**config.mk**
```make
export PLATFORM = sky130hd
export DESIGN_NAME = lvds_video_timing_gen
export DESIGN_NICKNAME = d
export VERILOG_FILES = /design/src/rtl/lvds_video_pkg.sv /design/src/rtl/lvds_pattern_gen.sv /design/src/rtl/lvds_video_timing_gen.sv
export SDC_FILE = /design/constraint.sdc
export NUM_CORES = 1
export LEC_CHECK = 0
export CORE_ASPECT_RATIO = 1.4
export CORE_UTILIZATION = 46
export DETAILED_ROUTE_END_ITERATION = 12
export GPL_TIMING_DRIVEN = 0
export PLACE_DENSITY = 0.66
export SETUP_SLACK_MARGIN = 0.5
export SYNTH_ARGS = -nofsm -noshare
export SYNTH_HDL_FRONTEND = slang
export SYNTH_HIERARCHICAL = 1
export SYNTH_SLANG_ARGS = --single-unit
```
**constraint.sdc**
```tcl
create_clock -name I_pix_clk -period 3 [get_ports I_pix_clk]
set_clock_uncertainty 0.05 [all_clocks]
set_input_delay 0.45 -clock I_pix_clk [delete_from_list [all_inputs] [get_ports I_pix_clk]]
set_output_delay 0.45 -clock I_pix_clk [all_outputs]
set_load 0.01 [all_outputs]
```
**src/rtl/lvds_video_pkg.sv**
```systemverilog
// Shared definitions for the LVDS video timing generator: pattern codes,
// colour-bar palette and FSM state encoding.
package lvds_video_pkg;

    localparam logic [2:0] PAT_BARS  = 3'd0;
    localparam logic [2:0] PAT_RAMP  = 3'd1;
    localparam logic [2:0] PAT_CHECK = 3'd2;
    localparam logic [2:0] PAT_WHITE = 3'd3;
    localparam logic [2:0] PAT_RED   = 3'd4;

    localparam logic [23:0] COL_WHITE   = 24'hFF_FF_FF;
    localparam logic [23:0] COL_YELLOW  = 24'hFF_FF_00;
    localparam logic [23:0] COL_CYAN    = 24'h00_FF_FF;
    localparam logic [23:0] COL_GREEN   = 24'h00_FF_00;
    localparam logic [23:0] COL_MAGENTA = 24'hFF_00_FF;
    localparam logic [23:0] COL_RED     = 24'hFF_00_00;
    localparam logic [23:0] COL_BLUE    = 24'h00_00_FF;
    localparam logic [23:0] COL_BLACK   = 24'h00_00_00;

    typedef enum logic {
        ST_IDLE = 1'b0,
        ST_RUN  = 1'b1
    } state_t;

    function automatic logic [23:0] bar_colour(input logic [2:0] idx);
        logic [23:0] c;
        case (idx)
            3'd0:    c = COL_WHITE;
            3'd1:    c = COL_YELLOW;
            3'd2:    c = COL_CYAN;
            3'd3:    c = COL_GREEN;
            3'd4:    c = COL_MAGENTA;
            3'd5:    c = COL_RED;
            3'd6:    c = COL_BLUE;
            default: c = COL_BLACK;
        endcase
        return c;
    endfunction

endpackage

```
**src/rtl/lvds_pattern_gen.sv**
```systemverilog
// Combinational test-pattern source; the caller gates the result with
// data-enable and registers it.
module lvds_pattern_gen (
    input  logic [7:0]  x,
    input  logic        y_tile,
    input  logic [2:0]  bar_idx,
    input  logic [7:0]  frame_cnt,
    input  logic [2:0]  pattern,
    output logic [23:0] rgb
);
    import lvds_video_pkg::*;

    // y_tile is bit 5 of the line counter; only that bit feeds the checkerboard
    always_comb begin
        rgb = COL_BLACK;
        case (pattern)
            PAT_BARS:  rgb = bar_colour(bar_idx);
            PAT_RAMP:  rgb = {x, x, x};
            PAT_CHECK: rgb = (x[5] ^ y_tile) ? COL_WHITE : COL_BLACK;
            PAT_WHITE: rgb = COL_WHITE;
            PAT_RED:   rgb = {frame_cnt, 16'h0000};
            default:   rgb = COL_BLACK;
        endcase
    end

endmodule

```
**src/rtl/lvds_video_timing_gen.sv**
```systemverilog
// Video timing generator for an LVDS transmitter: h/v counters, run/idle
// sequencing and registered timing plus test-pattern pixel outputs.
//
//   state   | meaning
//   --------+-----------------------------------------------------------
//   ST_IDLE | counters held at 0, outputs at idle levels, waiting for I_en
//   ST_RUN  | frames generated back to back; leaves only at frame wrap
module lvds_video_timing_gen #(
    parameter int   H_ACTIVE = 1024,
    parameter int   H_FP     = 24,
    parameter int   H_SYNC   = 136,
    parameter int   H_BP     = 160,
    parameter int   V_ACTIVE = 600,
    parameter int   V_FP     = 3,
    parameter int   V_SYNC   = 6,
    parameter int   V_BP     = 29,
    parameter logic SYNC_POL = 1'b1
) (
    input  logic       I_pix_clk,
    input  logic       I_rst_n,
    input  logic       I_en,
    input  logic [2:0] I_pattern_sel,
    output logic       O_vs,
    output logic       O_hs,
    output logic       O_de,
    output logic [7:0] O_data_r,
    output logic [7:0] O_data_g,
    output logic [7:0] O_data_b,
    output logic       O_frame_start,
    output logic       O_busy
);
    import lvds_video_pkg::*;

    localparam int H_TOTAL = H_ACTIVE + H_FP + H_SYNC + H_BP;
    localparam int V_TOTAL = V_ACTIVE + V_FP + V_SYNC + V_BP;
    localparam int H_CW    = $clog2(H_TOTAL);
    localparam int V_CW    = $clog2(V_TOTAL);
    localparam int BAR_W   = H_ACTIVE / 8;
    localparam int BAR_CW  = (BAR_W > 1) ? $clog2(BAR_W) : 1;

    localparam logic [H_CW-1:0]   H_LAST       = H_CW'(H_TOTAL - 1);
    localparam logic [H_CW-1:0]   H_ACT_END    = H_CW'(H_ACTIVE);
    localparam logic [H_CW-1:0]   H_SYNC_START = H_CW'(H_ACTIVE + H_FP);
    localparam logic [H_CW-1:0]   H_SYNC_END   = H_CW'(H_ACTIVE + H_FP + H_SYNC);
    localparam logic [V_CW-1:0]   V_LAST       = V_CW'(V_TOTAL - 1);
    localparam logic [V_CW-1:0]   V_ACT_END    = V_CW'(V_ACTIVE);
    localparam logic [V_CW-1:0]   V_SYNC_START = V_CW'(V_ACTIVE + V_FP);
    localparam logic [V_CW-1:0]   V_SYNC_END   = V_CW'(V_ACTIVE + V_FP + V_SYNC);
    localparam logic [V_CW-1:0]   V_BIT5       = V_CW'(32);
    localparam logic [BAR_CW-1:0] BAR_LOAD     = BAR_CW'(BAR_W - 1);

    logic [1:0]        rst_sync;
    logic              rst_n;
    state_t            state, state_nxt;
    logic [H_CW-1:0]   h_cnt;
    logic [V_CW-1:0]   v_cnt;
    logic [BAR_CW-1:0] bar_rem;
    logic [2:0]        bar_idx;
    logic [7:0]        frame_cnt;
    logic [2:0]        pat_q;
    logic              run;
    logic              h_wrap;
    logic              frame_wrap;
    logic              de_c;
    logic              hs_c;
    logic              vs_c;
    logic [23:0]       rgb;

    // Assertion is asynchronous; release is delayed by two pixel clocks
    always_ff @(posedge I_pix_clk or negedge I_rst_n) begin
        if (!I_rst_n) rst_sync <= 2'b00;
        else          rst_sync <= {rst_sync[0], 1'b1};
    end
    assign rst_n = rst_sync[1];

    assign run        = (state == ST_RUN);
    assign h_wrap     = (h_cnt == H_LAST);
    assign frame_wrap = run && h_wrap && (v_cnt == V_LAST);

    always_ff @(posedge I_pix_clk or negedge rst_n) begin
        if (!rst_n) state <= ST_IDLE;
        else        state <= state_nxt;
    end

    always_comb begin
        state_nxt = state;
        case (state)
            ST_IDLE: if (I_en)                state_nxt = ST_RUN;
            ST_RUN:  if (frame_wrap && !I_en) state_nxt = ST_IDLE;
            default:                          state_nxt = ST_IDLE;
        endcase
    end

    // bar_rem is a down-counter over one bar width; bar_idx steps at terminal count
    always_ff @(posedge I_pix_clk or negedge rst_n) begin
        if (!rst_n) begin
            h_cnt     <= '0;
            v_cnt     <= '0;
            bar_rem   <= BAR_LOAD;
            bar_idx   <= 3'd0;
            frame_cnt <= 8'd0;
            pat_q     <= PAT_BARS;
        end else if (!run) begin
            h_cnt     <= '0;
            v_cnt     <= '0;
            bar_rem   <= BAR_LOAD;
            bar_idx   <= 3'd0;
            frame_cnt <= 8'd0;
            if (I_en) pat_q <= I_pattern_sel;
        end else if (h_wrap) begin
            h_cnt   <= '0;
            bar_rem <= BAR_LOAD;
            bar_idx <= 3'd0;
            if (v_cnt == V_LAST) begin
                v_cnt     <= '0;
                frame_cnt <= frame_cnt + 8'd1;
                pat_q     <= I_pattern_sel;
            end else begin
                v_cnt <= v_cnt + 1'b1;
            end
        end else begin
            h_cnt <= h_cnt + 1'b1;
            if (bar_rem == '0) begin
                bar_rem <= BAR_LOAD;
                bar_idx <= bar_idx + 3'd1;
            end else begin
                bar_rem <= bar_rem - 1'b1;
            end
        end
    end

    lvds_pattern_gen u_pattern_gen (
        .x         (8'(h_cnt)),
        .y_tile    (|(v_cnt & V_BIT5)),
        .bar_idx   (bar_idx),
        .frame_cnt (frame_cnt),
        .pattern   (pat_q),
        .rgb       (rgb)
    );

    assign de_c = run && (h_cnt < H_ACT_END) && (v_cnt < V_ACT_END);
    assign hs_c = run && (h_cnt >= H_SYNC_START) && (h_cnt < H_SYNC_END);
    assign vs_c = run && (v_cnt >= V_SYNC_START) && (v_cnt < V_SYNC_END);

    always_ff @(posedge I_pix_clk or negedge rst_n) begin
        if (!rst_n) begin
            O_de          <= 1'b0;
            O_hs          <= ~SYNC_POL;
            O_vs          <= ~SYNC_POL;
            O_data_r      <= 8'h00;
            O_data_g      <= 8'h00;
            O_data_b      <= 8'h00;
            O_frame_start <= 1'b0;
            O_busy        <= 1'b0;
        end else begin
            O_de          <= de_c;
            O_hs          <= hs_c ? SYNC_POL : ~SYNC_POL;
            O_vs          <= vs_c ? SYNC_POL : ~SYNC_POL;
            O_data_r      <= de_c ? rgb[23:16] : 8'h00;
            O_data_g      <= de_c ? rgb[15:8]  : 8'h00;
            O_data_b      <= de_c ? rgb[7:0]   : 8'h00;
            O_frame_start <= run && (h_cnt == '0) && (v_cnt == '0);
            O_busy        <= run;
        end
    end

endmodule

```
Word-level counts from Yosys, hierarchy flattened
Cells that the tools add are included.
{ "word_totals": {"input_bits": 6, "word_cells": 93, "out_inout_bits": 29, "register_bits": 74} }
{ "op_classes": {"n_lt_le_gt_ge": 6, "n_reduce_logical": 20, "eq_ne": 15, "n_mux": 29, "n_addsub": 5, "bitwise_logic": 2} }
{ "ops": {"columns": ["operator", "n"], "rows": [
  ["$pmux 24 s7", 1],
  ["$pmux 24 s5", 1],
  ["$mux 8", 6],
  ["$mux 10", 3],
  ["$mux 24", 1],
  ["$lt 11x11->1 const B", 2],
  ["$mux 11", 2],
  ["$mux 3", 7],
  ["$mux 7", 3],
  ["$lt 10x10->1 const B", 2],
  ["$eq 3x2->1 const B", 4],
  ["$eq 3x3->1 const B", 4],
  ["$add 11x1->11 const B", 1],
  ["$eq 11x11->1 const B", 1],
  ["$ge 11x11->1 const B", 1],
  ["$logic_and 1x1->1", 11],
  ["$logic_not 11->1", 1],
  ["$add 10x1->10 const B", 1],
  ["$eq 10x10->1 const B", 1],
  ["$ge 10x10->1 const B", 1],
  ["$logic_not 10->1", 1],
  ["$add 8x1->8 const B", 1],
  ["$logic_not 7->1", 1],
  ["$sub 7x1->7 const B", 1],
  ["other kinds (13)", 19]
]} }

Depth between registers and ports, before layout
{ "logic_depth": {"ltp_word": 6, "depth_mapped": 8, "depth_no_buf": 6} }

Modules after synthesis
The synthesis kept the hierarchy.
{ "modules_own_cells": {"columns": ["module", "n_inst", "seq_area_each_um2", "cells_each", "area_per_inst_um2"], "rows": [
  ["lvds_video_timing_gen", 1, 1860.5, 312, 3306.9],
  ["lvds_pattern_gen", 1, 0.0, 61, 374.1]
]} }

Worst setup path after synthesis
Ideal clock, no wire load.
{ "synth_timing": {"kind": "flip-flop to flip-flop", "from": "register h_cnt[7]", "to": "register frame_cnt[5]", "required_ns": 2.872, "path_slack_ns": 0.575, "synth_period_minus_slack_ns": 2.425, "path_stages_with_launch": 7, "arrival_time_ns": 2.297, "n_path_buf": 2, "setup_time_ns": 0.078, "path_cell_list": "dfrtp_1 buf_6 or4b_1 buf_2 or4_4 or4_1 a21oi_1"} }
{ "synth_between": {"elab_chain_len": 3} }
{ "synth_lines": {"columns": ["element", "line_no", "source"], "rows": [
  ["start, declared", "lvds_video_timing_gen.sv:55", "logic [H_CW-1:0] h_cnt;"],
  ["start signal, assigned", "lvds_video_timing_gen.sv:122", "h_cnt <= h_cnt + 1'b1;"],
  ["$eq 11x11->1", "lvds_video_timing_gen.sv:77", "assign h_wrap = (h_cnt == H_LAST);"],
  ["$ne 2x1->1 (no line)", null, null],
  ["$reduce_and 2->1 (no line)", null, null],
  ["end signal, assigned", "lvds_video_timing_gen.sv:116", "frame_cnt <= frame_cnt + 8'd1;"],
  ["end, declared", "lvds_video_timing_gen.sv:59", "logic [7:0] frame_cnt;"]
]} }
Every way passes these cells.
A chain may end at the register's enable or synchronous reset.

Worst setup path after layout
Same ends and word-level chain as after synthesis.

==> flow_metrics.env <==
export IMPL_synth_simple_area_share=0.2458
export IMPL_diodes=0
export IMPL_final_nets=437
export IMPL_drv_slew=0
export IMPL_wl_mm=7.950
export IMPL_n_fill_cell=696
export IMPL_ff2ff_setup_slack_ps=550
export IMPL_whs_ps=195.2
export IMPL_post_route_drc_count=0
export IMPL_cellLeakagePower_nw=1.920
export IMPL_final_common_cell="dfrtp_1"
export IMPL_end_kind="flip-flop"
export IMPL_grt_max_degree=73
export IMPL_fp_row_count=38
export IMPL_drtIter0Drc=209
export IMPL_synth_top_family_by_area="simple AND/OR/NAND/NOR gates"
export IMPL_cts_tree="done"
export IMPL_fin_crit_sh=0.8170
export IMPL_arrival_ps=2680
export IMPL_power_density_nw_per_um2=659.0
export IMPL_synth_compound_area_frac=0.1196
export IMPL_max_freq_mhz=408.0
export IMPL_wl_per_cell_um=15.11
export IMPL_die_w_um=77.61
export IMPL_core_area_um2=7750
export IMPL_startpoint_type="flip-flop"
export IMPL_vias=2861
export IMPL_grt_pass1_wl_mm=13.10
export IMPL_path_class="flip-flop to flip-flop"
export IMPL_synth_edf_count=0
export IMPL_final_antenna_net_count=0
export IMPL_synthMuxAreaShare=0.01190
export IMPL_worstHoldPathType="primary input to async pin"
export IMPL_synth_distinct_cells=47
export IMPL_drive_gt1_frac=0.1268
export IMPL_worstSkewPairLatency_ps=350
export IMPL_cts_root_buf="clkbuf_8"
export IMPL_io_pins=35
export IMPL_grt_pass1_vias=2713
export IMPL_ys_seq_area_frac=0.5054
export IMPL_dp_hpwl_mm=5.476
export IMPL_numCtsBuffers=9
export IMPL_gr_total_overflow=0
export IMPL_syn_cell_area_um2=3681
export IMPL_routabilityCongestion=0.8933
export IMPL_grt_total_usage=0.2071
export IMPL_synth_xor_area_frac=0.03807
export IMPL_die_area_um2=8369
export IMPL_io_buffers=34
export IMPL_slew_headroom=0.4015
export IMPL_fin_crit_ps=2451
export IMPL_rsz0062_at_grt="no"
export IMPL_clock_path_buffers=2
export IMPL_cp_required_ps=3230
export IMPL_vias_per_cell=5.439
export IMPL_clock_sink_count=74
export IMPL_cts_htree_levels=3
export IMPL_yosysWarnings=6
export IMPL_setup_viol=0
export IMPL_synthAdderAreaFrac=0.03399
export IMPL_fp_dieH_um=107.8
export IMPL_ys_flop_type="dfrtp_1"
export IMPL_synthToLayoutAreaGrowth_pct=19.92
export IMPL_drt_pass1_iterations=4
export IMPL_syn_avg_cell_area_um2=9.869
export IMPL_antenna_found_initial=0
export IMPL_cap_violations=0
export IMPL_hold_violations=0
export IMPL_dpl_cell_area_um2=4150
export IMPL_cts_hold_buf=0
export IMPL_peakVddDrop_uv=249.8
export IMPL_layout_common_cells="66 x dfrtp_1, 43 x nand2_1, 34 x clkdlybuf4s50_1"
export IMPL_synth_fp_nets=389
export IMPL_tightest_slew_ps=897.7
export IMPL_netlist_instances=373
export IMPL_start_util=0.4750
export IMPL_ys_ff_latch=74
export IMPL_cts_clk_slew_worst_paths_ps=70
export IMPL_final_cell_area_um2=4414
export IMPL_status="finished, final reports clean"
export IMPL_async_reset_ff_frac=1.000
export IMPL_cp_max_fo=9
## routing by layer
metal / global-route usage / vias up / wire length [um]
met1: 0.2477 / 1384 / 3363
met5: 0 / - / 0
met4: 0.1105 / 0 / 181
met2: 0.3559 / 58 / 4112
met3: 0.03220 / 14 / 293
li1: - / 1405 / -
## sequential cells by signal, summed over array words and instances, names as in the netlist
name,flops
O_busy,1
O_data_b,8
O_data_g,8
O_data_r,8
O_de,1
O_frame_start,1
O_hs,1
O_vs,1
bar_idx,3
bar_rem,7
frame_cnt,8
h_cnt,11
pat_q,3
rst_sync,2
run,1
v_cnt,10
## kinds of logic (layout without fill, tap and decap cells)
group | after synthesis | count (layout)
AO/OA/AOI/OAI | 71 | 71
multiplexers | 4 | 4
adder cells (fa/ha/maj) | 10 | 10
buffers and inverters | 35 | 88
XOR/XNOR | 16 | 16
other | 1 | 1
AND/OR/NAND/NOR | 162 | 162
flip-flops | 74 | 74
## worst paths after layout
check,from,depth (start not counted),end
setup / recovery,h_cnt[7]$_DFF_PN0_,6,frame_cnt[5]$_DFFE_PN0P_
hold / removal,I_rst_n,1,rst_sync[1]$_DFF_PN0_
setup reg to reg,h_cnt[7]$_DFF_PN0_,6,frame_cnt[5]$_DFFE_PN0P_
hold reg to reg,rst_sync[0]$_DFF_PN0_,0,rst_sync[1]$_DFF_PN0_
max in group asynchronous,rst_sync[1]$_DFF_PN0_,0,O_data_r[3]$_DFF_PN0_
min in group I_pix_clk,rst_sync[0]$_DFF_PN0_,0,rst_sync[1]$_DFF_PN0_
## stage by stage
stage	setup TNS (ps)	power [W]	cells	setup WS (ps)	util
after global routing	0	0.003109	526	497.7	0.5696
after CTS	0	0.002926	525	515.5	0.5649
after floorplan	0	0.001895	373	575.1	-
after detailed placement	0	0.002211	507	169.0	0.5355
after global placement	-1367	0.002187	507	-24.86	0.5350
final	0	0.002909	526	548.9	0.5696
## layout make-up
class	count	area, um2	area share
sequential	74	1864	0.4223
multi-input combinational	264	1703	0.3858
timing repair buffer	37	362.8	0.08220
clock buffer	14	162.7	0.03685
buffer	22	135.1	0.03061
tap	100	125.1	0.02834
inverter	13	48.80	0.01105
clock inverter	2	12.51	0.002834
## where the power goes
part,internal (W),total [W],switching [W]
Sequential,0.00122,0.00139,0.000170
Combinational,0.000429,0.000823,0.000393
Clock,0.000345,0.000694,0.000349
Total,0.00200,0.00291,0.000912
## timing repair
action,4_1_cts,5_1_grt
buffers inserted,2,1
pin swaps,3,2
resized for setup,10,13
cloned,0,0
hold endpoints to repair,0,0
setup endpoints to repair,18,45
## worst max-delay path: stages, from the launching register on
cell     delay [ps]
dfrtp_1         400
buf_6           140
or4b_4          530
buf_6           150
or4_4           460
or4_4           510
a21oi_2         140
## synth_stat cells (10+ instances only)
library cell | instances | area (um2)
a21oi_1 | 29 | 145.1
and2_1 | 26 | 162.7
clkbuf_1 | 14 | 52.55
dfrtp_1 | 67 | 1677
ha_1 | 10 | 125.1
inv_1 | 12 | 45.04
nand2_1 | 43 | 161.4
nand3_1 | 18 | 90.09
nor2_1 | 20 | 75.07
o31ai_1 | 11 | 82.58
or4_1 | 11 | 82.58
xor2_1 | 10 | 87.58
Power figures use the tool's default switching activity.
